**src/rtl/fig_04b_block_074_register_file_pkg.sv**
```systemverilog
// Shared SuperFX register-file constants: word width and special register indices.
package fig_04b_block_074_register_file_pkg;

    localparam int unsigned WORD_W   = 16;
    localparam int unsigned NUM_REGS = 16;

    localparam logic [3:0] R_PC     = 4'd15;
    localparam logic [3:0] R_ROMPTR = 4'd14;

    typedef logic [WORD_W-1:0] word_t;

    // How the Z-bus lands in the addressed register on a committed edge.
    typedef enum logic [1:0] {
        ZW_NONE = 2'b00,
        ZW_FULL = 2'b01,
        ZW_LOW  = 2'b10
    } zwrite_kind_e;

    function automatic zwrite_kind_e zwrite_kind(input logic zwrite, input logic zlow_only,
                                                 input logic stall);
        if (!zwrite || stall)
            return ZW_NONE;
        return zlow_only ? ZW_LOW : ZW_FULL;
    endfunction

    function automatic word_t merge_zbus(input word_t cur, input word_t zbus,
                                         input zwrite_kind_e kind);
        case (kind)
            ZW_FULL: return zbus;
            ZW_LOW:  return {cur[WORD_W-1:8], zbus[7:0]};
            default: return cur;
        endcase
    endfunction

endpackage

```
**src/rtl/fig_04b_block_074_register_file.sv**
```systemverilog
// SuperFX R0..R15 register file with Z-bus write port and R15 program-counter increment.
// Optional R14 ROM-buffer fetch pulse is enabled by defining R14_ROM_TRIGGER_EN.
module fig_04b_block_074_register_file
    import fig_04b_block_074_register_file_pkg::*;
#(
    parameter logic [15:0] RESET_PC = 16'h0000
) (
    input  logic        clk,
    input  logic        reset,
    input  logic [3:0]  zsel,
    input  logic [15:0] zbus,
    input  logic        zwrite,
    input  logic        zlow_only,
    input  logic        pc_inc,
    input  logic        stall,
    output logic [15:0] r00,
    output logic [15:0] r01,
    output logic [15:0] r02,
    output logic [15:0] r03,
    output logic [15:0] r04,
    output logic [15:0] r05,
    output logic [15:0] r06,
    output logic [15:0] r07,
    output logic [15:0] r08,
    output logic [15:0] r09,
    output logic [15:0] r10,
    output logic [15:0] r11,
    output logic [15:0] r12,
    output logic [15:0] r13,
    output logic [15:0] r14,
    output logic [15:0] r15,
    output logic        rom_fetch
);

    word_t        regs_q [NUM_REGS];
    word_t        regs_d [NUM_REGS];
    zwrite_kind_e wkind;
    logic         pc_step;

    assign wkind = zwrite_kind(zwrite, zlow_only, stall);

    // A Z-bus write to R15 (full or low byte) always wins over the increment.
    assign pc_step = pc_inc && !stall && !((wkind != ZW_NONE) && (zsel == R_PC));

    always_comb begin
        for (int unsigned i = 0; i < NUM_REGS; i++) begin
            regs_d[i] = regs_q[i];
        end
        if (pc_step) begin
            regs_d[R_PC] = regs_q[R_PC] + 16'd1;
        end
        if (wkind != ZW_NONE) begin
            regs_d[zsel] = merge_zbus(regs_q[zsel], zbus, wkind);
        end
    end

    always_ff @(posedge clk) begin
        if (reset) begin
            for (int unsigned i = 0; i < NUM_REGS; i++) begin
                regs_q[i] <= '0;
            end
            regs_q[R_PC] <= RESET_PC;
        end else begin
            for (int unsigned i = 0; i < NUM_REGS; i++) begin
                regs_q[i] <= regs_d[i];
            end
        end
    end

`ifdef R14_ROM_TRIGGER_EN
    logic rom_fetch_q;
    logic rom_fetch_d;

    assign rom_fetch_d = (wkind != ZW_NONE) && (zsel == R_ROMPTR);

    always_ff @(posedge clk) begin
        if (reset) begin
            rom_fetch_q <= 1'b0;
        end else begin
            rom_fetch_q <= rom_fetch_d;
        end
    end

    assign rom_fetch = rom_fetch_q;
`else
    assign rom_fetch = 1'b0;
`endif

    assign r00 = regs_q[0];
    assign r01 = regs_q[1];
    assign r02 = regs_q[2];
    assign r03 = regs_q[3];
    assign r04 = regs_q[4];
    assign r05 = regs_q[5];
    assign r06 = regs_q[6];
    assign r07 = regs_q[7];
    assign r08 = regs_q[8];
    assign r09 = regs_q[9];
    assign r10 = regs_q[10];
    assign r11 = regs_q[11];
    assign r12 = regs_q[12];
    assign r13 = regs_q[13];
    assign r14 = regs_q[14];
    assign r15 = regs_q[15];

endmodule
```
**config.mk**
```make
export PLATFORM = sky130hd
export DESIGN_NAME = fig_04b_block_074_register_file
export DESIGN_NICKNAME = d
export VERILOG_FILES = /design/src/rtl/fig_04b_block_074_register_file_pkg.sv /design/src/rtl/fig_04b_block_074_register_file.sv
export SDC_FILE = /design/constraint.sdc
export NUM_CORES = 1
export LEC_CHECK = 0
export CORE_UTILIZATION = 35
export CTS_CLUSTER_DIAMETER = 80
export DETAILED_ROUTE_END_ITERATION = 8
export PLACE_DENSITY = 0.64
export SYNTH_ARGS = -nofsm -noshare
export SYNTH_HDL_FRONTEND = slang
export SYNTH_SLANG_ARGS = --single-unit
```
**constraint.sdc**
```tcl
create_clock -name clk -period 2.7 [get_ports clk]
set_clock_uncertainty 0.2 [all_clocks]
set_input_delay 0.405 -clock clk [delete_from_list [all_inputs] [get_ports clk]]
set_output_delay 0.405 -clock clk [all_outputs]
set_load 0.005 [all_outputs]
```
# ---- Word-level counts from Yosys, hierarchy flattened
# Memories as Yosys holds them, arrays and structs flattened.
# Cells that the tools add are included.
dict set report totals {
  ff_bits 0
  input_bits 26
  mem_bits_rw 256
  romBits 0
  n_memories 1
  latch_bits 0
}
dict set report op_classes {
  addsub 1
  reduce_logical 9
  n_div 0
  n_eq_ne 3
  magnitude_cmp 2
  bitwise_logic 18
  n_mux 31
  shifts 0
  n_mul 0
}
# name depth width rd rd_ports_with_merged_regs wr line
set mem_list {}
lappend mem_list {regs_q 16 16 17 0 16 fig_04b_block_074_register_file.sv:35} ;# word_t regs_q [NUM_REGS];
# op n
set ops {}
lappend ops {{$mux W16} 20}
lappend ops {{$bwmux W256} 1}
lappend ops {{$mux W256} 1}
lappend ops {{$demux W16 S4} 1}
lappend ops {{$pmux W16 S2} 1}
lappend ops {{$or A1 B1 Y1} 17}
lappend ops {{$add A16 B1 Y16 const B} 1}
lappend ops {{$mux W2} 3}
lappend ops {{$ge A5 B5 Y1 const B} 1}
lappend ops {{$lt A5 B1 Y1 const B} 1}
lappend ops {{$not A4 Y5} 1}
lappend ops {{$eq A4 B4 Y1 const B} 1}
lappend ops {{$logic_and A1 B1 Y1} 4}
lappend ops {{$mux W1} 4}
lappend ops {{$logic_not A1 Y1} 3}
lappend ops {{$eq A2 B1 Y1 const B} 1}
lappend ops {{$eq A2 B2 Y1 const B} 1}
lappend ops {{$reduce_bool A2 Y1} 1}
lappend ops {{$logic_or A1 B1 Y1} 1}

# ---- Longest topological paths before layout
# Gate-level depths: netlist of run 1.
dict set report depth {
  word_depth 12
  depth_mapped 10
  depth_no_buf 6
}

# ---- Least setup slack after synthesis of run 1
# OpenSTA, ideal clock, no wires.
dict set report synth_timing {
  kind {input port to flip-flop}
  from {in zsel[1]}
  to {reg (tool-made name)}
  slack_ns 0.445
  path_buffers 3
  cell_stages 7
  arrival_time_ns 1.924
  cell_sequence {buf_6 -> buf_8 -> buf_2 -> mux2_2 -> a222oi_1 -> a311o_2 -> o21ai_0}
}
# element line
set synth_lines {}
lappend synth_lines {{start: declaration} fig_04b_block_074_register_file.sv:10} ;# input logic [3:0] zsel,

==> impl_metrics.tcl, run 1 <==
set metrics [dict create \
    status "finished clean" \
    ir_worst_vdd_mv 0.4028 \
    power.density_nw_per_um2 562.6 \
    wire_per_inst_um 19.44 \
    drtPass1Iterations 6 \
    critPathMaxFanout 10 \
    setup-violations-final 0 \
    arrival_ps 2470 \
    initial_core_util 0.3597 \
    track_usage 0.2368 \
    synth_cell_type_count 65 \
    wl_met3_mm 3.061 \
    rsz0062_at_grt "false" \
    drc 0 \
    cts_tree "done" \
    synth_top_family_by_area "simple AND/OR/NAND/NOR gates" \
    slew_headroom 0.4931 \
    yosysSeqAreaShare 0.4898 \
    cap_violations 0 \
    synth_xor_area_frac 0.01088 \
    die_w_um 174.9 \
    syn_nets 1251 \
    globalplace.congestion 0.8895 \
    grt-ovfl-total 0 \
    path_cells "clkdlybuf4s50_1 -> nand2b_1 -> or3b_1 -> nor2_4 -> nand2_1 -> a21oi_1" \
    timing.reg2reg.setup_slack_ps 630 \
    rows 62 \
    synthArstFlopShare 0 \
    area.growth.synth_to_final_pct 43.29 \
    core_area_um2 29090 \
    tns_ps 0 \
    fin_nets 1534 \
    met1Wirelength_mm 15.88 \
    wirelength_mm 37.21 \
    synthMuxAreaShare 0.07354 \
    wl_met2_mm 17.32 \
    clk_pin_slew_ps 60 \
    cp-end-kind "flop" \
    ys_seq_elements 256 \
    htree_num_levels 1 \
    critPathTopFamily "simple AND/OR/NAND/NOR gates" \
    via_count 9988 \
    ys_warn_count 0 \
    cp_num_buf_inv 1 \
    top_layer_used "met4" \
    synthAdderAreaFrac 0.001196 \
    synth-edff-count 0 \
    cts.path.max_buffers 3 \
    dp_hpwl_mm 26.84 \
    cts_resized 0 \
    clk_latency_ps 550 \
    cts_buffers 28 \
    ctsHoldBuffers 0 \
    grt_max_degree 120 \
    hp-class "in -> reg" \
    synthCells 1224 \
    criticalPathCategory "in -> reg" \
    min_period_over_period 0.8188 \
    final_util 0.5154 \
    cts_sinks 256 \
    tightest_slew_ps 760.4 \
    clockRootBuffer "clkbuf_16" \
    crit_path_start_kind "input port" \
    slowest_delay_ps 600 \
    io_buffers 281 \
    ioPinCount 283 \
    postCtsSetupRepairBufs 0 \
    synth_compound_area_frac 0.1575 \
    synth_ff_type "dfxtp_1" \
    grt_antenna_before_repair 1 \
    synthSimpleGateAreaFrac 0.2164 \
    finalMaxSlewViolations 0 \
    postRouteAntennaNets 0 \
    max_freq_mhz 452.4 \
    grt_pass1_vias 9368 \
    grt_pass1_wl_mm 56.01 \
    final.min_clock_period_ps 2211 \
    power.leakage_uw 0.005142 \
    die_y_um 174.9 \
    drive_above_1_share 0.1249 \
    cpMaxStageDelayCell "clkdlybuf4s50_1" \
    drtIter0Drc 746 \
    syn_area_um2 10460 \
    finalHoldViolations 0 \
    syn-mean-instance-area_um2 8.549 \
    die-area_um2 30590 \
    vias_per_cell 5.218 \
    crit_required_ps 2960 \
]
cells in the final DEF, fill, tap and decap left out, types with 4 or more instances in the layout:
cell type,count
buf_4,65
a22o_1,4
xor2_1,5
a211oi_1,9
mux4_1,11
and3_1,5
mux4_2,9
dfxtp_1,256
nor2_4,6
nand2_1,331
clkinv_2,8
clkbuf_8,8
o21ai_1,13
xnor2_1,8
a21oi_1,158
buf_12,13
clkbuf_16,29
nor3_1,4
mux2_2,22
bufinv_16,4
clkdlybuf4s50_1,278
nor2_1,20
nand3_1,103
o21ai_0,68
nor2_2,6
a22oi_1,6
o31ai_1,15
metal layers:
| layer | GRT usage | vias up |
|---|---|---|
| met4 | 0.07101 | 0 |
| met1 | 0.3035 | 4784 |
| met3 | 0.06114 | 56 |
| met5 | 0 | - |
| met2 | 0.3897 | 353 |
| li1 | - | 4795 |
stage by stage:
stage	hold slack, ps	total power, µW	instance area [µm²]	setup WS, ps	instances
after detailed placement	248.2	4369	13970	4.780	1861
after CTS	94.17	8499	14990	499.1	1913
after floorplan	252.7	4156	10460	444.9	1224
final	112.4	8435	14990	489.4	1914
after global routing	127.7	8709	14990	421.4	1914
after global placement	241.5	4366	13970	33.94	1861
where the power goes:
group / total [µW] / leakage [µW] / internal, µW / switching, µW
registers: 3820 / 0.00206 / 3800 / 16.9
logic: 474 / 0.00257 / 181 / 293
clock network: 4150 / 0.000512 / 2550 / 1590
total: 8430 / 0.00514 / 6530 / 1900
final timing paths:
kind                                startpoint              to  cells after the start
worst min-delay path                     reset  regs_q[15][14]                      4
worst min register to register            flop            flop                      2
worst max-delay path                     stall            flop                      6
worst max register to register  regs_q[15][10]            flop                      5
cell families (layout without fill, tap and decap cells):
| kind of cell | Yosys count | in the layout |
|---|---|---|
| buffers and inverters | 109 | 414 |
| AND/OR/NAND/NOR | 506 | 506 |
| multiplexers | 45 | 45 |
| flip-flops | 256 | 256 |
| AO/OA/AOI/OAI | 293 | 293 |
| other | 1 | 2 |
| adder cells (fa/ha/maj) | 1 | 1 |
| XOR/XNOR | 13 | 13 |
area by class of cell:
class / instances / area, µm²
diodes: 1 / 2.502
multi-input cells: 859 / 4812
flip-flops and latches: 256 / 5125
clock inverters: 14 / 177.7
well taps: 384 / 480.5
fillers: 2755 / 14100
inverters: 4 / 15.01
clock buffers: 38 / 839.6
repair buffers: 358 / 3541
tightest hold or removal path: cells and delay by family:
family	cells	cell delay, ps
buffers and inverters	2	270
and+or+nand+nor	1	110
AOI/OAI and AO/OA	1	40
synthesized netlist by cell type (4+ instances only):
master / number / share of area
a211oi_1: 9 / 0.0065
a21oi_1: 158 / 0.076
a22o_1: 4 / 0.0033
a22oi_1: 6 / 0.0043
and3_1: 5 / 0.0030
buf_2: 11 / 0.0053
buf_6: 6 / 0.0065
clkbuf_1: 79 / 0.028
dfxtp_1: 256 / 0.49
mux2_2: 22 / 0.024
mux4_1: 11 / 0.028
mux4_2: 9 / 0.019
nand2_1: 331 / 0.12
nand3_1: 103 / 0.049
nor2_1: 20 / 0.0072
nor2_2: 6 / 0.0036
nor2_4: 6 / 0.0065
nor3_1: 4 / 0.0019
o21ai_0: 68 / 0.033
o21ai_1: 13 / 0.0062
o31ai_1: 15 / 0.011
xnor2_1: 8 / 0.0067
xor2_1: 5 / 0.0042
No activity file was read; power rests on OpenSTA's default activity.
==> run 2, diff against run 1 <==
==> constraint.sdc (replaced) <==
create_clock -name clk -period 2.1 [get_ports clk]
set_clock_uncertainty 0.2 [all_clocks]
set_input_delay 0.315 -clock clk [delete_from_list [all_inputs] [get_ports clk]]
set_output_delay 0.315 -clock clk [all_outputs]
set_load 0.005 [all_outputs]
==> run 2 against run 1 <==
- setup slack worse by 440 ps
- wire length is 1.2% higher
- via count grew 1.1%
- clock-buffer cell count fell by 3
- highest routed layer unchanged
==> impl_metrics.tcl, run 2 (synthesized netlist as in run 1, its figures left out) <==
set metrics [dict create \
    final.min_clock_period_ps 2046 \
    die_w_um 174.9 \
    setup-violations-final 0 \
    cts_buffers 28 \
    min_period_over_period 0.9742 \
    drtIter0Drc 823 \
    dp_cells 1900 \
    wire_per_inst_um 19.28 \
    grt_pass1_vias 9634 \
    postRouteAntennaNets 0 \
    final_cell_mix "nand2_1 (331), clkdlybuf4s50_1 (278), dfxtp_1 (256), a21oi_1 (157), nand3_1 (103)" \
    cts.path.max_buffers 3 \
    finalMaxSlewViolations 0 \
    cpMaxStageDelayCell "clkdlybuf4s50_1" \
    via_count 10102 \
    grt_antenna_before_repair 0 \
    htree_num_levels 1 \
    drtPass1Iterations 5 \
    combPwrFrac 0.059 \
    slew_headroom 0.4779 \
    grt-ovfl-total 0 \
    status "finished clean" \
    cts_sinks 256 \
    preCtsSetupSlack_ps -493.8 \
    dp_hpwl_mm 27.30 \
    hp-class "in -> reg" \
    p_int_uw 8643 \
    clk_pin_slew_ps 60 \
    power.leakage_uw 0.005361 \
    vias_per_cell 5.170 \
    clkPwrFrac 0.501 \
    clockRootBuffer "clkbuf_16" \
    slowest_delay_ps 510 \
    finalHoldViolations 0 \
    grt_max_degree 79 \
    power.density_nw_per_um2 720.6 \
    ir_worst_vdd_mv 0.5295 \
    die_y_um 174.9 \
    crit_required_ps 1580 \
    switching_power_uw 2505 \
    grt_pass1_wl_mm 56.83 \
    critPathTopFamily "buffers and inverters" \
    io_buffers 281 \
    track_usage 0.2390 \
    final_common_cell "nand2_1" \
    cp_num_buf_inv 2 \
    final_cells 1954 \
    tightest_slew_ps 783.1 \
    initial_core_util 0.3597 \
    setup_ws_ps 54.23 \
    ioPinCount 283 \
    criticalPathCategory "reg -> out" \
    wirelength_mm 37.66 \
    arrival_ps 1530 \
    globalplace.congestion 0.9465 \
    drive_above_1_share 0.1497 \
    core_area_um2 29090 \
    diodes 0 \
    cts_tree "done" \
    area.growth.synth_to_final_pct 47.85 \
    rsz0062_at_grt "true" \
    die-area_um2 30590 \
    seqPwrFrac 0.440 \
    fill_cells 2725 \
    path_cells "buf_4 -> clkdlybuf4s50_1" \
    drc 0 \
    critPathMaxFanout 4 \
    fin_nets 1575 \
    cp-end-kind "output port" \
    crit_path_start_kind "flop" \
    clk_latency_ps 560 \
    rows 62 \
    max_freq_mhz 488.8 \
    cap_violations 0 \
    p_sw_frac 0.2247 \
]
[run 2: changes by cell type in the layout (fill, tap and decap cells not counted), sizes merged]
cell      delta
bufinv       +3
diode        -1
clkinvlp     +5
buf         +41
clkinv       -5
clkbuf       -3
[run 2: metrics by stage]
stage	hold slack (ps)	setup TNS (ps)	area [µm²]	total power [µW]	util
6_report	31.38	0	15470	11150	0.5318
2_1_floorplan	252.7	-10.11	10470	5345	-
4_1_cts	9.651	0	15420	11220	0.5302
3_3_place_gp	240.9	-77920	14350	5649	0.4934
3_5_place_dp	245.7	-82550	14350	5654	0.4934
5_1_grt	36.35	-261.0	15470	11480	0.5318
[run 2: repair_timing]
action                                  CTS  global route
hold buffers                              0             0
setup buffers                             0             2
resized for setup                         0             5
endpoints found under the setup margin    0            21
[run 2: path summary, 6_finish.rpt]
kind	start	cells after the start	endpoint	slack (ps)
setup / recovery	regs_q[15][10]	2	r15[10]	50
hold / removal	reset	3	regs_q[15][4]	30
setup reg to reg	flop	6	regs_q[15][11]	90
hold reg to reg	flop	2	flop	250
[run 2: worst register-to-register path, delay by kind of cell (launching register included)]
family,cells,cell delay [ps]
muxes,1,510
buffers and inverters,1,160
DFF,1,340
AOI/OAI and AO/OA,4,700
[run 2: power groups by stage]
stage | clock, µW | sequential [µW] | combinational, µW
floorplan | 0 | 5010 | 333
global placement | 0 | 5010 | 637
detailed placement | 0 | 5010 | 641
CTS | 5670 | 4900 | 644
global route | 5880 | 4910 | 696
finish | 5590 | 4900 | 654
[run 2: layout make-up]
| cell class | instances | area [µm²] | share of cell area |
|---|---|---|---|
| Clock buffer | 35 | 777.0 | 0.05022 |
| Multi-Input combinational cell | 859 | 4833 | 0.3124 |
| Tap cell | 384 | 480.5 | 0.03106 |
| Timing Repair Buffer | 399 | 3949 | 0.2552 |
| Clock inverter | 17 | 291.5 | 0.01884 |
| Inverter | 4 | 15.01 | 0.0009705 |
| Sequential cell | 256 | 5125 | 0.3313 |
[run 2: layer usage]
layer | wire length [µm] | vias to the layer above | global-route usage | part of all wire
li1 | - | 4861 | - | -
met2 | 17320 | 371 | 0.3876 | 0.46
met4 | 1170 | 0 | 0.08370 | 0.031
met1 | 16160 | 4801 | 0.3128 | 0.43
met3 | 3010 | 69 | 0.05200 | 0.080
met5 | 0 | - | 0 | 0
